`src/rtl/decode_pipe.sv`:
```
// RV32I decode stage: combinational decode into an output register backed by a
// one-entry skid register. Optional M extension decode under DECODE_M_EXT_EN.
package instr_type;
  typedef enum logic [5:0] {
    ADDI, SLTI, SLTIU, XORI, ORI, ANDI, SLLI, SRLI, SRAI,
    LUI, AUIPC, JAL, JALR,
    BEQ, BNE, BLT, BGE, BLTU, BGEU,
    LB, LH, LW, LBU, LHU, SB, SH, SW,
    ADD, SUB, SLL, SLT, SLTU, XOR, SRL, SRA, OR, AND,
    FENCE, FENCE_I, ECALL, EBREAK,
    CSRRW, CSRRS, CSRRC, CSRRWI, CSRRSI, CSRRCI
`ifdef DECODE_M_EXT_EN
    , MUL, MULH, MULHSU, MULHU, DIV, DIVU, REM, REMU
`endif
  } instr_kind_t;
endpackage

module decode_pipe
  import instr_type::*;
#(
  parameter int XLEN       = 32,
  parameter int REG_ADDR_W = 5,
  parameter int PC_W       = 32
) (
  input  logic                  clk,
  input  logic                  rst,
  input  logic                  in_valid,
  output logic                  in_ready,
  input  logic [31:0]           in_instr,
  input  logic [PC_W-1:0]       in_pc,
  input  logic                  flush,
  output logic                  out_valid,
  input  logic                  out_ready,
  output instr_kind_t           out_kind,
  output logic [REG_ADDR_W-1:0] out_rs1,
  output logic [REG_ADDR_W-1:0] out_rs2,
  output logic [REG_ADDR_W-1:0] out_rd,
  output logic [XLEN-1:0]       out_imm,
  output logic [PC_W-1:0]       out_pc,
  output logic                  out_write_reserve,
  output logic                  out_illegal
);

  typedef struct packed {
    instr_kind_t           kind;
    logic [REG_ADDR_W-1:0] rs1;
    logic [REG_ADDR_W-1:0] rs2;
    logic [REG_ADDR_W-1:0] rd;
    logic [XLEN-1:0]       imm;
    logic [PC_W-1:0]       pc;
    logic                  wr;
    logic                  ill;
  } bundle_t;

  bundle_t dec, out_q, skid_q;
  logic    ov, sv;

  logic [6:0] op, f7;
  logic [2:0] f3;
  logic [XLEN-1:0] imm_i, imm_s, imm_b, imm_u, imm_j, imm_sh;

  assign op = in_instr[6:0];
  assign f3 = in_instr[14:12];
  assign f7 = in_instr[31:25];

  assign imm_i  = {{(XLEN-12){in_instr[31]}}, in_instr[31:20]};
  assign imm_s  = {{(XLEN-12){in_instr[31]}}, in_instr[31:25], in_instr[11:7]};
  assign imm_b  = {{(XLEN-13){in_instr[31]}}, in_instr[31], in_instr[7],
                   in_instr[30:25], in_instr[11:8], 1'b0};
  assign imm_u  = {{(XLEN-32){in_instr[31]}}, in_instr[31:12], 12'b0};
  assign imm_j  = {{(XLEN-21){in_instr[31]}}, in_instr[31], in_instr[19:12],
                   in_instr[20], in_instr[30:21], 1'b0};
  assign imm_sh = {{(XLEN-5){1'b0}}, in_instr[24:20]};

  always_comb begin
    dec      = '0;
    dec.kind = ADDI;
    dec.rs1  = REG_ADDR_W'(in_instr[19:15]);
    dec.rs2  = REG_ADDR_W'(in_instr[24:20]);
    dec.rd   = REG_ADDR_W'(in_instr[11:7]);
    dec.pc   = in_pc;
    if (in_instr[1:0] != 2'b11) begin
      dec.ill = 1'b1;
    end else begin
      case (op)
        7'b0110111: begin dec.kind = LUI;   dec.imm = imm_u; dec.wr = 1'b1; end
        7'b0010111: begin dec.kind = AUIPC; dec.imm = imm_u; dec.wr = 1'b1; end
        7'b1101111: begin dec.kind = JAL;   dec.imm = imm_j; dec.wr = 1'b1; end
        7'b1100111: begin dec.kind = JALR;  dec.imm = imm_i; dec.wr = 1'b1; end
        7'b1100011: begin
          dec.imm = imm_b;
          case (f3)
            3'd0: dec.kind = BEQ;
            3'd1: dec.kind = BNE;
            3'd4: dec.kind = BLT;
            3'd5: dec.kind = BGE;
            3'd6: dec.kind = BLTU;
            3'd7: dec.kind = BGEU;
            default: dec.ill = 1'b1;
          endcase
        end
        7'b0000011: begin
          dec.imm = imm_i;
          dec.wr  = 1'b1;
          case (f3)
            3'd0: dec.kind = LB;
            3'd1: dec.kind = LH;
            3'd2: dec.kind = LW;
            3'd4: dec.kind = LBU;
            3'd5: dec.kind = LHU;
            default: dec.ill = 1'b1;
          endcase
        end
        7'b0100011: begin
          dec.imm = imm_s;
          case (f3)
            3'd0: dec.kind = SB;
            3'd1: dec.kind = SH;
            3'd2: dec.kind = SW;
            default: dec.ill = 1'b1;
          endcase
        end
        7'b0010011: begin
          dec.imm = imm_i;
          dec.wr  = 1'b1;
          case (f3)
            3'd0: dec.kind = ADDI;
            3'd2: dec.kind = SLTI;
            3'd3: dec.kind = SLTIU;
            3'd4: dec.kind = XORI;
            3'd6: dec.kind = ORI;
            3'd7: dec.kind = ANDI;
            3'd1: begin
              dec.imm = imm_sh;
              if (f7 == 7'b0000000) dec.kind = SLLI;
              else                  dec.ill  = 1'b1;
            end
            default: begin
              dec.imm = imm_sh;
              if      (f7 == 7'b0000000) dec.kind = SRLI;
              else if (f7 == 7'b0100000) dec.kind = SRAI;
              else                       dec.ill  = 1'b1;
            end
          endcase
        end
        7'b0110011: begin
          dec.wr = 1'b1;
          if (f7 == 7'b0000000) begin
            case (f3)
              3'd0: dec.kind = ADD;
              3'd1: dec.kind = SLL;
              3'd2: dec.kind = SLT;
              3'd3: dec.kind = SLTU;
              3'd4: dec.kind = XOR;
              3'd5: dec.kind = SRL;
              3'd6: dec.kind = OR;
              default: dec.kind = AND;
            endcase
          end else if (f7 == 7'b0100000) begin
            if      (f3 == 3'd0) dec.kind = SUB;
            else if (f3 == 3'd5) dec.kind = SRA;
            else                 dec.ill  = 1'b1;
`ifdef DECODE_M_EXT_EN
          end else if (f7 == 7'b0000001) begin
            case (f3)
              3'd0: dec.kind = MUL;
              3'd1: dec.kind = MULH;
              3'd2: dec.kind = MULHSU;
              3'd3: dec.kind = MULHU;
              3'd4: dec.kind = DIV;
              3'd5: dec.kind = DIVU;
              3'd6: dec.kind = REM;
              default: dec.kind = REMU;
            endcase
`endif
          end else begin
            dec.ill = 1'b1;
          end
        end
        7'b0001111: dec.kind = (f3 == 3'd1) ? FENCE_I : FENCE;
        7'b1110011: begin
          dec.imm = imm_i;
          dec.wr  = 1'b1;
          case (f3)
            3'd0: begin
              dec.wr = 1'b0;
              if      (in_instr[31:20] == 12'd0) dec.kind = ECALL;
              else if (in_instr[31:20] == 12'd1) dec.kind = EBREAK;
              else                               dec.ill  = 1'b1;
            end
            3'd1: dec.kind = CSRRW;
            3'd2: dec.kind = CSRRS;
            3'd3: dec.kind = CSRRC;
            3'd5: dec.kind = CSRRWI;
            3'd6: dec.kind = CSRRSI;
            3'd7: dec.kind = CSRRCI;
            default: dec.ill = 1'b1;
          endcase
        end
        default: dec.ill = 1'b1;
      endcase
    end
    // Illegal bundles carry a harmless ADDI shape so downstream never writes.
    if (dec.ill) begin
      dec.kind = ADDI;
      dec.imm  = '0;
      dec.wr   = 1'b0;
    end
    if (dec.rd == '0) dec.wr = 1'b0;
  end

  logic acc, out_load;
  assign in_ready = ~sv;
  assign acc      = in_valid & in_ready;
  assign out_load = ~ov | out_ready;

  always_ff @(posedge clk or negedge rst) begin
    if (!rst) begin
      ov          <= 1'b0;
      sv          <= 1'b0;
      out_q       <= '0;
      out_q.kind  <= ADDI;
      skid_q      <= '0;
      skid_q.kind <= ADDI;
    end else if (flush) begin
      ov <= 1'b0;
      sv <= 1'b0;
    end else if (out_load) begin
      if (sv) begin
        out_q <= skid_q;
        ov    <= 1'b1;
        if (acc) skid_q <= dec;
        sv <= acc;
      end else begin
        if (acc) out_q <= dec;
        ov <= acc;
      end
    end else if (acc) begin
      // Output stalled: park the new bundle behind it.
      skid_q <= dec;
      sv     <= 1'b1;
    end
  end

  assign out_valid         = ov;
  assign out_kind          = out_q.kind;
  assign out_rs1           = out_q.rs1;
  assign out_rs2           = out_q.rs2;
  assign out_rd            = out_q.rd;
  assign out_imm           = out_q.imm;
  assign out_pc            = out_q.pc;
  assign out_write_reserve = out_q.wr;
  assign out_illegal       = out_q.ill;

endmodule

```
`config.mk`:
```
export PLATFORM = sky130hd
export DESIGN_NAME = decode_pipe
export DESIGN_NICKNAME = d
export VERILOG_FILES = /design/src/rtl/decode_pipe.sv
export SDC_FILE = /design/constraint.sdc
export NUM_CORES = 1
export LEC_CHECK = 0
export BUFFER_PORTS_ARGS = -buffer_cell sky130_fd_sc_hd__buf_2
export CAP_MARGIN = 20
export CORE_MARGIN = 2
export CORE_UTILIZATION = 55
export CTS_CLUSTER_DIAMETER = 80
export DETAILED_ROUTE_END_ITERATION = 8
export GPL_TIMING_DRIVEN = 0
export PLACE_DENSITY = 0.82
export REMOVE_ABC_BUFFERS = 1
export SETUP_SLACK_MARGIN = 0.15
export SYNTH_ARGS = -nofsm -noshare
export SYNTH_HDL_FRONTEND = slang
export SYNTH_SLANG_ARGS = --single-unit
```
`constraint.sdc`:
```
create_clock -name clk -period 2.3 [get_ports clk]
set_clock_uncertainty 0.1 [all_clocks]
set_input_delay 0.23 -clock clk [delete_from_list [all_inputs] [get_ports clk]]
set_output_delay 0.23 -clock clk [all_outputs]
set_load 0.02 [all_outputs]
```
# Yosys cells after proc, flatten, opt, wreduce, memory -nomap -nowiden
# Index checks and enable logic that the tools add are counted.
[totals]
mem_bits_ro = 0
n_memories = 0
latchBits = 0
output_inout_bits = 89
regBits = 176
word_cells = 119
mem_bits_rw = 0
[op_classes]
n_lt_le_gt_ge = 0
shift = 0
n_addsub = 0
n_eq_ne = 22
bitwise_logic = 5
muxes = 56
n_mul = 0
reduce_logical = 18
n_div = 0
[ops]
columns = ["cell", "n"]
rows = [
  ["87-bit 2-to-1 mux", 5],
  ["32-bit one-hot mux with 6 select lines", 1],
  ["6-bit one-hot mux with 7 select lines", 3],
  ["32-bit 2-to-1 mux", 3],
  ["6-bit one-hot mux with 11 select lines", 1],
  ["6-bit 2-to-1 mux", 9],
  ["5-bit one-hot mux with 6 select lines", 1],
  ["7-bit by 6-bit == test with 1-bit output, second input constant", 4],
  ["7-bit == test, second input constant", 4],
  ["5-bit one-hot mux with 5 select lines", 1],
  ["1-bit 2-to-1 mux", 24],
  ["6-bit OR reduction", 3],
  ["5-bit one-hot mux with 3 select lines", 1],
  ["7-bit by 5-bit == test with 1-bit output, second input constant", 2],
  ["12-bit by 1-bit == test with 1-bit output, second input constant", 1],
  ["3-bit == test, second input constant", 4],
  ["12-bit logical NOT", 1],
  ["5-bit OR reduction", 2],
  ["7-bit by 2-bit == test with 1-bit output, second input constant", 1],
  ["7-bit by 4-bit == test with 1-bit output, second input constant", 1],
  ["7-bit logical NOT", 1],
  ["1-bit one-hot mux with 7 select lines", 1],
  ["7-bit OR reduction", 1],
  ["3-bit by 2-bit == test with 1-bit output, second input constant", 2],
  ["other kinds (17)", 24],
]

# Logic depth before layout (Yosys ltp)
[logic_depth]
word_depth = 12
depth_mapped = 9
depth_no_buf = 6

# Worst setup path before layout
# OpenSTA, ideal clock, no wires.
[synth_path]
kind = "input -> register"
from = "in in_instr[4]"
to = "reg out_q (netlist bit out_imm[5])"
arrival_ns = 2.002
setup_slack_ns = 0.072
n_path_buf = 2
t_required_ns = 2.074
stages = 8
setup_ns = 0.126
cell_sequence = "buf_4 > or3b_2 > o311ai_0 > a221oi_2 > or3b_1 > buf_6 > nor2_4 > a221o_1"
[synth_between]
elab_chain_len = 7
word_cells_on_any_way = 21
[synth_rtl]
columns = ["item", "line_no", "rtl"]
rows = [
  ["start: declaration", "29", "input logic [31:0] in_instr,"],
  ["7-bit by 4-bit == test with 1-bit output (tied with other cells)", "85", "case (op)"],
  ["5-bit OR reduction (no line) (tied with other cells)", "-", ""],
  ["1-bit one-hot mux with 7 select lines or 32-bit one-hot mux with 6 select lines (tied branches)", "85", ""],
  ["1-bit 2-to-1 mux or 32-bit 2-to-1 mux (tied branches)", "82", "if (in_instr[1:0] != 2'b11) begin"],
  ["32-bit 2-to-1 mux (*)", "204", "if (dec.ill) begin"],
  ["87-bit 2-to-1 mux (*)", "235", "if (acc) out_q <= dec;"],
  ["87-bit 2-to-1 mux (*)", "229", "if (sv) begin"],
  ["end signal: assignment", "230", "out_q <= skid_q;"],
  ["end: declaration", "55", "bundle_t dec, out_q, skid_q;"],
]
# Mark *: on every way between the ends. The rest lies on a longest branch, timed or not. The select of a mux whose other input is x is not followed.
# A chain may end at the register's enable or synchronous reset.

# Worst setup path in the final report
[layout_path]
from = "in in_instr[3]"
to = "reg out_q (netlist bit out_imm[6])"
# The elaborated chain is that of the path after synthesis.

==> run metrics <==
first-pass GRT wire length=42500 um; total power=8.18 mW; vias in the first global route=8076; dpl hpwl=14800 um; Setup Crit Path Kind=in2reg; IO Pins=158; Hold Crit Class=in2reg; Mapped Area=0.00857 sq mm; most frequent cells in the layout=nand2_1 (252), dfrtp_1 (175), buf_2 (152), o21ai_0 (78), a21oi_1 (71); Clock Root Buffer=clkbuf_16; DR DRC count=0; Syn Inst Count=951; die area=0.0166 sq mm; CTS Sinks=176; Total GRT Usage=0.329; Post-synth EDFFs=0; ys async rst share=1.00; sequential area share after synthesis=0.514; max_cap viols=0; Max-slew headroom=0.480; slack of the critical path=0.201 ns; crit path capture type=flip-flop; Setup crit start kind=input pin; Non-Filler Instances=1343; CTS H-tree depth=4; CTS tree=done; Tmin final=2.10 ns; clk slew on worst S/H paths=0.07 ns; run status=completed; achievable clock frequency=476 MHz; # setup viols final=0; port bufs=157; critical path peak fanout=14; Final Max Slew Viols=0; n_diodes=0; Ys Warns=0; design area=0.0111 sq mm; Rows=45; WHS=0.0224 ns; most common cell after layout, fill and taps aside=nand2_1; layout cell share with drive strength beyond 1=0.238; CTS Buffer Depth=2; Core Footprint=0.0152 sq mm; Starting Density=0.564; FF+latch count, synth=176; GPL Wtd Cong=0.962; Area Growth Syn to Fin=29.4%; Final nets=1211; Synth cell types=57; initial DRC count=644; Final ANT Viol Nets=0; CTS Buf Count=17; RSZ-0062 raised after global routing=yes; initial antenna violation count=0; period utilization=0.913; DR vias=8261; Syn Area/Cell=9.01 sq um; Die X=129 um; DP Area=0.00953 sq mm; ys flop type=dfrtp_1; Worst Tran Pin Value=0.779 ns; Worst Path Required=2.57 ns; global route total overflow=0; chip height=129 um; leakage=5.12 nW; routed length per placed instance=20.1 um; dpl cells=1231; VDD IR max=0.000556 V; Routed WL=27000 um; Clk Latency, worst-skew pair=0.43 ns; dpl ws=-1.41 ns; Crit path arrival time=2.37 ns; largest net degree at the start of global routing=105; 1st-pass router iterations=5; vias per std cell=6.15; P per Cell Area=737 mW/mm^2; Hold Fails Final Rpt=0
==> cell families after synthesis <==
kind of cell / count (synthesis) / synth area share
AND/OR/NAND/NOR: 397 / 0.203
AO/OA/AOI/OAI: 248 / 0.186
flip-flops: 176 / 0.514
multiplexers: 48 / 0.0561
buffers and inverters: 80 / 0.0390
XOR/XNOR: 2 / 0.00204
==> per-stage QoR <==
stage / utilization / setup TNS, ns
4_1_cts: 0.717 / 0
5_1_grt: 0.730 / 0
6_report: 0.730 / 0
2_1_floorplan: - / -469.18
3_3_place_gp: 0.611 / -1225.64
3_5_place_dp: 0.627 / -78.94
==> Yosys cell counts, drive strengths merged (4+ instances only) <==
library cell | count | area share
a21oi | 71 | 0.041
a221o | 6 | 0.0070
a22oi | 6 | 0.0053
a31oi | 4 | 0.0029
and3 | 11 | 0.0080
buf | 13 | 0.0095
clkbuf | 61 | 0.027
dfrtp | 176 | 0.51
inv | 6 | 0.0026
mux2i | 48 | 0.056
nand2 | 252 | 0.11
nand2b | 6 | 0.0044
nand3 | 13 | 0.0076
nand4 | 5 | 0.0036
nor2 | 55 | 0.025
nor2b | 5 | 0.0036
nor3 | 12 | 0.0070
nor4 | 7 | 0.0058
o21ai | 78 | 0.046
o22ai | 28 | 0.020
o31ai | 27 | 0.035
or2 | 5 | 0.0036
or3 | 7 | 0.0051
or3b | 4 | 0.0041
or4 | 5 | 0.0044
==> worst paths after layout <==
check | from | endpoint | slack [ns] | cells past startpoint
max | in_instr[3] | out_imm[6]$_DFFE_PN0P_ | 0.20 | 8
min | out_ready | sv$_DFFE_PN0P_ | 0.02 | 3
max reg2reg | sv$_DFFE_PN0P_ | out_imm[15]$_DFFE_PN0P_ | 0.22 | 8
min reg2reg | out_rs2[1]$_DFFE_PN0P_ | out_rs2[1]$_DFFE_PN0P_ | 0.37 | 2
max in group asynchronous | rst | skid_q[30]$_DFFE_PN0P_ | 0.91 | 3
min in group asynchronous | rst | out_pc[14]$_DFFE_PN0P_ | 0.35 | 2
==> worst max-delay path, stage by stage <==
cell and delay [ns]:
buf_2 0.16, or3b_4 0.42, a21o_1 0.23, a221oi_2 0.33, or3b_4 0.46, buf_16 0.18, nor2_4 0.19, a221o_1 0.18
==> power breakdown <==
group          internal (mW)  leakage [nW]  switching, mW
clock                   1.58         0.277           1.30
sequential              3.51          2.26          0.224
combinational          0.579          2.59          0.990
total                   5.67          5.12           2.51
==> per-layer routing <==
metal | up-vias | global-route usage | wire (um)
met5 | - | 0 | 0
met4 | 0 | 0.132 | 735
met3 | 63 | 0.0753 | 2410
met2 | 436 | 0.537 | 13000
met1 | 4036 | 0.430 | 10900
li1 | 3726 | - | -
==> what timing repair did <==
action,4_1_cts,5_1_grt
buffers inserted,7,9
cloned,7,1
gates resized for setup,19,20
endpoints found under the hold margin,157,0
pin swaps,4,8
hold buffers,54,0
endpoints found under the setup margin,164,58
==> state kept, by name, summed over array words and instances (netlist names) <==
signal / cells
out_rd: 5
out_imm: 32
out_rs2: 5
out_kind: 6
out_illegal: 1
out_write_reserve: 1
skid_q: 87
out_pc: 32
out_rs1: 5
sv: 1
out_valid: 1
==> cell type report <==
| class | count | area (sq um) |
|---|---|---|
| Tap cell | 188 | 235 |
| Clock inverter | 12 | 124 |
| Fill cell | 1093 | 4110 |
| Clock buffer | 20 | 457 |
| Sequential cell | 176 | 4410 |
| Inverter | 6 | 22.5 |
| Timing Repair Buffer | 241 | 1810 |
| Multi-Input combinational cell | 700 | 4030 |
Note: power is estimated with default switching activity, not from simulation.
